**config.mk**
```make
export PLATFORM = sky130hd
export DESIGN_NAME = layer_sequencer
export DESIGN_NICKNAME = d
export VERILOG_FILES = /design/src/rtl/layer_sequencer.sv
export SDC_FILE = /design/constraint.sdc
export NUM_CORES = 1
export LEC_CHECK = 0
export ABC_CLOCK_PERIOD_IN_PS = 9500
export CORE_MARGIN = 1
export CORE_UTILIZATION = 35
export CTS_CLUSTER_SIZE = 12
export DETAILED_ROUTE_END_ITERATION = 10
export HOLD_SLACK_MARGIN = 0.1
export SKIP_LAST_GASP = 1
export SYNTH_ARGS = -nofsm -noshare
export SYNTH_HDL_FRONTEND = slang
export SYNTH_SLANG_ARGS = --single-unit
```
**constraint.sdc**
```tcl
create_clock -name clk -period 9.5 [get_ports clk]
set_input_delay 1.425 -clock clk [delete_from_list [all_inputs] [get_ports clk]]
set_output_delay 1.425 -clock clk [all_outputs]
set_load 0.05 [all_outputs]
```
**src/rtl/layer_sequencer.sv**
```systemverilog
// layer_sequencer: steps through a descriptor table, launching conv/pool/fc engines layer by layer.
// Ports: clk, rst_n (async, active-low) | start_flag, abort: run control | cfg_we/cfg_idx/cfg_desc:
// descriptor table write, cfg_nlayers: run length | start_*/end_*: engine handshake |
// ifmap_*/outfmap_c/offset_*: current layer geometry | buf_sel, layer_idx: ping-pong buffer and layer |
// fc_res_* in, nn_out_* out: captured fc result | busy/done/error: status
module layer_sequencer #(
  parameter int NUM_LAYERS  = 8,
  parameter int DONE_HOLD   = 3,
  parameter int TIMEOUT_CYC = 1048575,
  localparam int LIDX_W     = $clog2(NUM_LAYERS)
) (
  input  logic              clk,
  input  logic              rst_n,
  input  logic              start_flag,
  input  logic              abort,
  input  logic              cfg_we,
  input  logic [LIDX_W-1:0] cfg_idx,
  input  logic [49:0]       cfg_desc,
  input  logic [LIDX_W:0]   cfg_nlayers,
  output logic              start_conv,
  output logic              start_pool,
  output logic              start_fc,
  input  logic              end_conv,
  input  logic              end_pool,
  input  logic              end_fc,
  output logic [5:0]        ifmap_h,
  output logic [5:0]        ifmap_w,
  output logic [5:0]        ifmap_c,
  output logic [5:0]        outfmap_c,
  output logic [14:0]       offset_w,
  output logic [8:0]        offset_ow,
  output logic              buf_sel,
  output logic [LIDX_W-1:0] layer_idx,
  input  logic [7:0]        fc_res_0,
  input  logic [7:0]        fc_res_1,
  output logic [7:0]        nn_out_0,
  output logic [7:0]        nn_out_1,
  output logic              busy,
  output logic              done,
  output logic              error
);
  localparam int TW = $clog2(TIMEOUT_CYC + 1);
  localparam int HW = $clog2(DONE_HOLD + 1);
  localparam logic [2:0] S_IDLE = 3'd0, S_LOAD = 3'd1, S_RUN = 3'd2, S_DONE = 3'd3, S_ERR = 3'd4;
  localparam logic [1:0] T_CONV = 2'd0, T_POOL = 2'd1, T_FC = 2'd2, T_ILL = 2'd3;
  localparam logic [LIDX_W:0] NL_MAX    = (LIDX_W + 1)'(NUM_LAYERS);
  localparam logic [TW-1:0]   TO_LAST   = TW'(TIMEOUT_CYC - 1);
  localparam logic [HW-1:0]   HOLD_LAST = HW'(DONE_HOLD - 1);
  logic [2:0]        r_state;
  logic [1:0]        r_type;
  logic [5:0]        r_h, r_w, r_c, r_oc;
  logic [14:0]       r_ow;
  logic [8:0]        r_oow;
  logic              r_buf;
  logic [LIDX_W-1:0] r_lidx;
  logic [LIDX_W:0]   r_nl;
  logic [7:0]        r_nn0, r_nn1;
  logic [TW-1:0]     r_tcnt;
  logic [HW-1:0]     r_hcnt;
  logic [49:0]       r_tab [NUM_LAYERS];
  logic [49:0]       w_desc;
  logic              w_run, w_end, w_last, w_nl_ok;
  assign w_desc  = r_tab[r_lidx];
  assign w_run   = r_state == S_RUN;
  assign w_end   = (r_type == T_CONV && end_conv) || (r_type == T_POOL && end_pool) || (r_type == T_FC && end_fc);
  assign w_last  = ({1'b0, r_lidx} + 1'b1) == r_nl;
  assign w_nl_ok = cfg_nlayers != '0 && cfg_nlayers <= NL_MAX;
  // Engine enables decode straight from the state register so an async reset drops them immediately.
  assign start_conv = w_run && r_type == T_CONV;
  assign start_pool = w_run && r_type == T_POOL;
  assign start_fc   = w_run && r_type == T_FC;
  assign {ifmap_h, ifmap_w, ifmap_c, outfmap_c, offset_w, offset_ow} = {r_h, r_w, r_c, r_oc, r_ow, r_oow};
  assign buf_sel   = r_buf;
  assign layer_idx = r_lidx;
  assign nn_out_0  = r_nn0;
  assign nn_out_1  = r_nn1;
  assign busy      = r_state != S_IDLE;
  assign done      = r_state == S_DONE;
  assign error     = r_state == S_ERR;
  // Table has no reset so it survives a reset between runs.
  always_ff @(posedge clk)
    if (cfg_we && r_state == S_IDLE) r_tab[cfg_idx] <= cfg_desc;
  always_ff @(posedge clk or negedge rst_n)
    if (!rst_n) begin
      r_state <= S_IDLE;
      {r_type, r_h, r_w, r_c, r_oc, r_ow, r_oow} <= '0;
      r_buf   <= 1'b0;
      r_lidx  <= '0;
      r_nl    <= '0;
      r_nn0   <= '0;
      r_nn1   <= '0;
      r_tcnt  <= '0;
      r_hcnt  <= '0;
    end else if (abort) begin
      r_state <= S_IDLE;
      r_tcnt  <= '0;
      r_hcnt  <= '0;
    end else case (r_state)
      S_IDLE: if (start_flag && w_nl_ok) begin
        r_state <= S_LOAD;
        r_lidx  <= '0;
        r_buf   <= 1'b0;
        r_nn0   <= '0;
        r_nn1   <= '0;
        r_nl    <= cfg_nlayers;
      end
      S_LOAD: begin
        {r_type, r_h, r_w, r_c, r_oc, r_ow, r_oow} <= w_desc;
        r_tcnt  <= '0;
        r_state <= w_desc[49:48] == T_ILL ? S_ERR : S_RUN;
      end
      S_RUN: if (w_end) begin
        r_tcnt <= '0;
        if (r_type == T_FC) begin
          r_nn0 <= fc_res_0;
          r_nn1 <= fc_res_1;
        end
        if (w_last) begin
          r_state <= S_DONE;
          r_hcnt  <= '0;
        end else begin
          r_state <= S_LOAD;
          r_lidx  <= r_lidx + 1'b1;
          r_buf   <= ~r_buf;
        end
      end else if (r_tcnt == TO_LAST) begin
        r_state <= S_ERR;
        r_tcnt  <= '0;
      end else r_tcnt <= r_tcnt + 1'b1;
      S_DONE: if (r_hcnt == HOLD_LAST) begin
        r_state <= S_IDLE;
        r_hcnt  <= '0;
      end else r_hcnt <= r_hcnt + 1'b1;
      default: ;
    endcase
endmodule

```
==> impl_metrics.tcl <==
set metrics [dict create \
    tritoncts "built" \
    grt_pass1_wl_um 65050 \
    synth-seq-cells 499 \
    die_x_um 235.9 \
    gp_congestion 0.7892 \
    synthCells 1049 \
    wl_per_cell_um 21.76 \
    overflow 0 \
    crit_fanout 12 \
    worstMarginPinSlew_ns 0.9598 \
    timing.rr.end "r_state[2]$_DFFE_PN0P_" \
    synth_cell_type_count 55 \
    wl_met3_um 2358 \
    cts_made_buffers 52 \
    postSynth.asyncResetShare_pct 19.84 \
    antenna_cells 0 \
    ys_seq_area_share_pct 75.64 \
    grt_setup_unrepaired "false" \
    cts.sinks 499 \
    cp-end-kind "primary output" \
    syn_area_per_cell_um2 18.26 \
    io_pins 155 \
    initial_core_util_pct 35.52 \
    met1Wirelength_um 19450 \
    cts_hold_buf 0 \
    ir_drop_v 0.0001826 \
    cp_cell_sequence "or3b_2 -> nor3b_1 -> clkdlybuf4s50_1" \
    min_period_over_period_pct 44.30 \
    critPathSlowestCell "clkdlybuf4s50_1" \
    path_buf_inv 1 \
    max_freq_ghz 0.2376 \
    cts_resized 0 \
    grt_pass1_vias 10490 \
    status "completed" \
    hp-class "register to register" \
    reg2reg_slack_ns 6.45 \
    post-route-min-period_ns 4.209 \
    intPower_uw 4379 \
    ant_nets 0 \
    finalSetupViolations 0 \
    maxUsedRoutingLayer "met5" \
    hold_violations 0 \
    syn2layout_area_growth_pct 20.78 \
    detail_route.first_pass.iterations 5 \
    die_area_mm2 0.05567 \
    final-max-slew-violation-count 0 \
    die_y_um 235.9 \
    maxCapViolCount 0 \
    dp_hpwl_um 22870 \
    power.density_mw_per_mm2 277.8 \
    vias 10100 \
    critical_path.top_delay_family "buffers and inverters" \
    power_uw 6428 \
    p_leak_uw 0.007642 \
    synth_warnings 0 \
    r2r_cells 6 \
    synth_edf_count 400 \
    post_cts_buffers 0 \
    drt_iter0_drc 746 \
    routed_via_density 5.165 \
    path_depth 3 \
    drc 0 \
    clkPwrFrac_pct 30.1 \
    root_buffer "clkbuf_16" \
    core_area_mm2 0.05392 \
    maxSlewHeadroom_pct 35.77 \
    fin_nets 1302 \
    synth_ff_type "edfxtp_1" \
    worstPathArrival_ns 2.78 \
    tns_ns 0 \
    p_seq_share_pct 43.6 \
    grtUsageTotal_pct 15.47 \
    clock_latency_ns 0.61 \
    switching_share_pct 31.87 \
    placement.io_buffers 154 \
    switchingPower_uw 2049 \
    route.met2.wl_um 19800 \
    crit_end "start_pool" \
    layout-drive-gt1-share_pct 16.98 \
    antenna_found_initial 5 \
    cts_buffer_depth 3 \
    syn_nets 1133 \
    critPathKind "register to primary output" \
    max_stage_delay_ns 0.83 \
    cts_max_level 2 \
    worst_setup_path_start_kind "register" \
    reg2reg_from "layer_idx[0]$_DFFE_PN0P_" \
    totalWireLength_um 42560 \
    num_rows 85 \
    share_comb_of_total_power_pct 26.4 \
    clkSlewWorstSetupHoldPaths_ns 0.06 \
    grt_start_max_net_pins 68 \
    startpoint "r_state[1]$_DFFE_PN0P_" \
    required_ns 8.08 \
    skew_ns 0.02506 \
    syn-cell-area_mm2 0.01915 \
]
==> final cells by class <==
cell class | instances | area (um2)
multi-input combinational | 485 | 4436
clock inverter | 11 | 136.4
tap | 696 | 870.8
clock buffer | 85 | 1495
sequential | 499 | 14500
timing repair buffer | 171 | 1667
inverter | 9 | 33.78
fill | 4700 | 30780
==> cells by family (layout without fill, tap and decap cells) <==
group	count (synthesis)	in the layout	synth area share [%]
simple gates	251	251	5.709
flops	499	499	75.64
fa+ha+maj	3	3	0.1960
mux	111	111	12.38
buf+inv	65	276	1.522
xor+xnor	16	16	0.7316
compound gates	104	104	3.815
==> worst min path at each step <==
stage                       startpoint                 endpoint  slack (ns)  cells past startpoint
6_report       nn_out_1[1]$_DFFE_PN0P_  nn_out_1[1]$_DFFE_PN0P_        0.50                      1
5_1_grt        nn_out_0[3]$_DFFE_PN0P_  nn_out_0[3]$_DFFE_PN0P_        0.53                      1
4_1_cts        nn_out_1[1]$_DFFE_PN0P_  nn_out_1[1]$_DFFE_PN0P_        0.51                      1
3_5_place_dp   nn_out_1[1]$_DFFE_PN0P_  nn_out_1[1]$_DFFE_PN0P_        0.49                      1
3_3_place_gp   nn_out_0[2]$_DFFE_PN0P_  nn_out_0[2]$_DFFE_PN0P_        0.49                      1
2_1_floorplan    r_tcnt[6]$_DFFE_PN0P_    r_tcnt[6]$_DFFE_PN0P_        0.47                      1
==> through the flow <==
step | instance area [um2] | setup slack [ns] | util [%] | instances | hold WS (ns)
6_report | 23140 | 5.291 | 42.91 | 1956 | 0.5037
5_1_grt | 23140 | 5.172 | 42.91 | 1956 | 0.5260
4_1_cts | 23140 | 5.256 | 42.91 | 1956 | 0.5094
3_5_place_dp | 21500 | 5.529 | 39.88 | 1860 | 0.4919
3_3_place_gp | 21500 | 5.587 | 39.88 | 1860 | 0.4907
2_1_floorplan | 19150 | 3.928 | - | 1049 | 0.4714
==> cells in the final DEF (no fill, tap or decap), types with 4 or more instances in the layout <==
master,n
mux2_2,8
xnor2_1,4
a31oi_1,51
nand4_1,12
nor2_4,6
nand2b_1,6
clkbuf_8,7
a22o_1,17
dfrtp_1,96
nor3_1,8
nand3_1,9
nand2_1,108
edfxtp_1,400
nor2_1,78
and3_1,4
xor2_1,12
mux4_2,100
buf_4,18
clkbuf_1,26
inv_1,8
a21oi_1,9
clkbuf_16,52
clkdlybuf4s50_1,153
==> worst register-to-register path, cell delays in order, from the launching register on <==
cell and delay (ns):
dfrtp_4 0.86, buf_4 0.78, mux4_2 0.61, mux2_2 0.30, nand2_1 0.11, o22ai_1 0.09, o22a_1 0.20
==> power by group through the flow <==
stage               combinational [uW]  sequential, uW  clock [uW]
CTS                               1720            2810        2000
floorplan                          837            3140           0
finish                            1690            2800        1930
global placement                  1700            2850           0
global route                      1820            2830        2060
detailed placement                1720            2850           0
==> sequential cells by signal, indices dropped and copies added (netlist names) <==
name	count
nn_out_1	8
offset_w	15
buf_sel	1
r_tab	400
r_type	2
ifmap_c	6
offset_ow	9
r_nl	4
nn_out_0	8
outfmap_c	6
r_state	3
ifmap_h	6
r_hcnt	2
r_tcnt	20
layer_idx	3
ifmap_w	6
==> synthesized netlist by cell type, types with 8 or more instances <==
master    number  area share (%)
nand4_1       12            0.39
buf_1          9            0.18
inv_1          8            0.16
nand2_1      108             2.1
nor2_1        84             1.6
nand3_1        9            0.24
mux4_2       100              12
nor3_1        10            0.26
clkbuf_1      25            0.49
a31oi_1       51             1.7
xor2_1        12            0.55
edfxtp_1     400              63
a22o_1        17            0.78
dfrtp_1       99              13
buf_2         17            0.44
mux2_2         8            0.47
a21oi_1        9            0.24
==> metal layers <==
metal,GRT usage [%],vias to the layer above
li1,-,4478
met1,21.19,5274
met2,24.50,265
met3,3.651,75
met4,4.674,10
met5,0,-
Note: power is estimated with default switching activity, not from simulation.
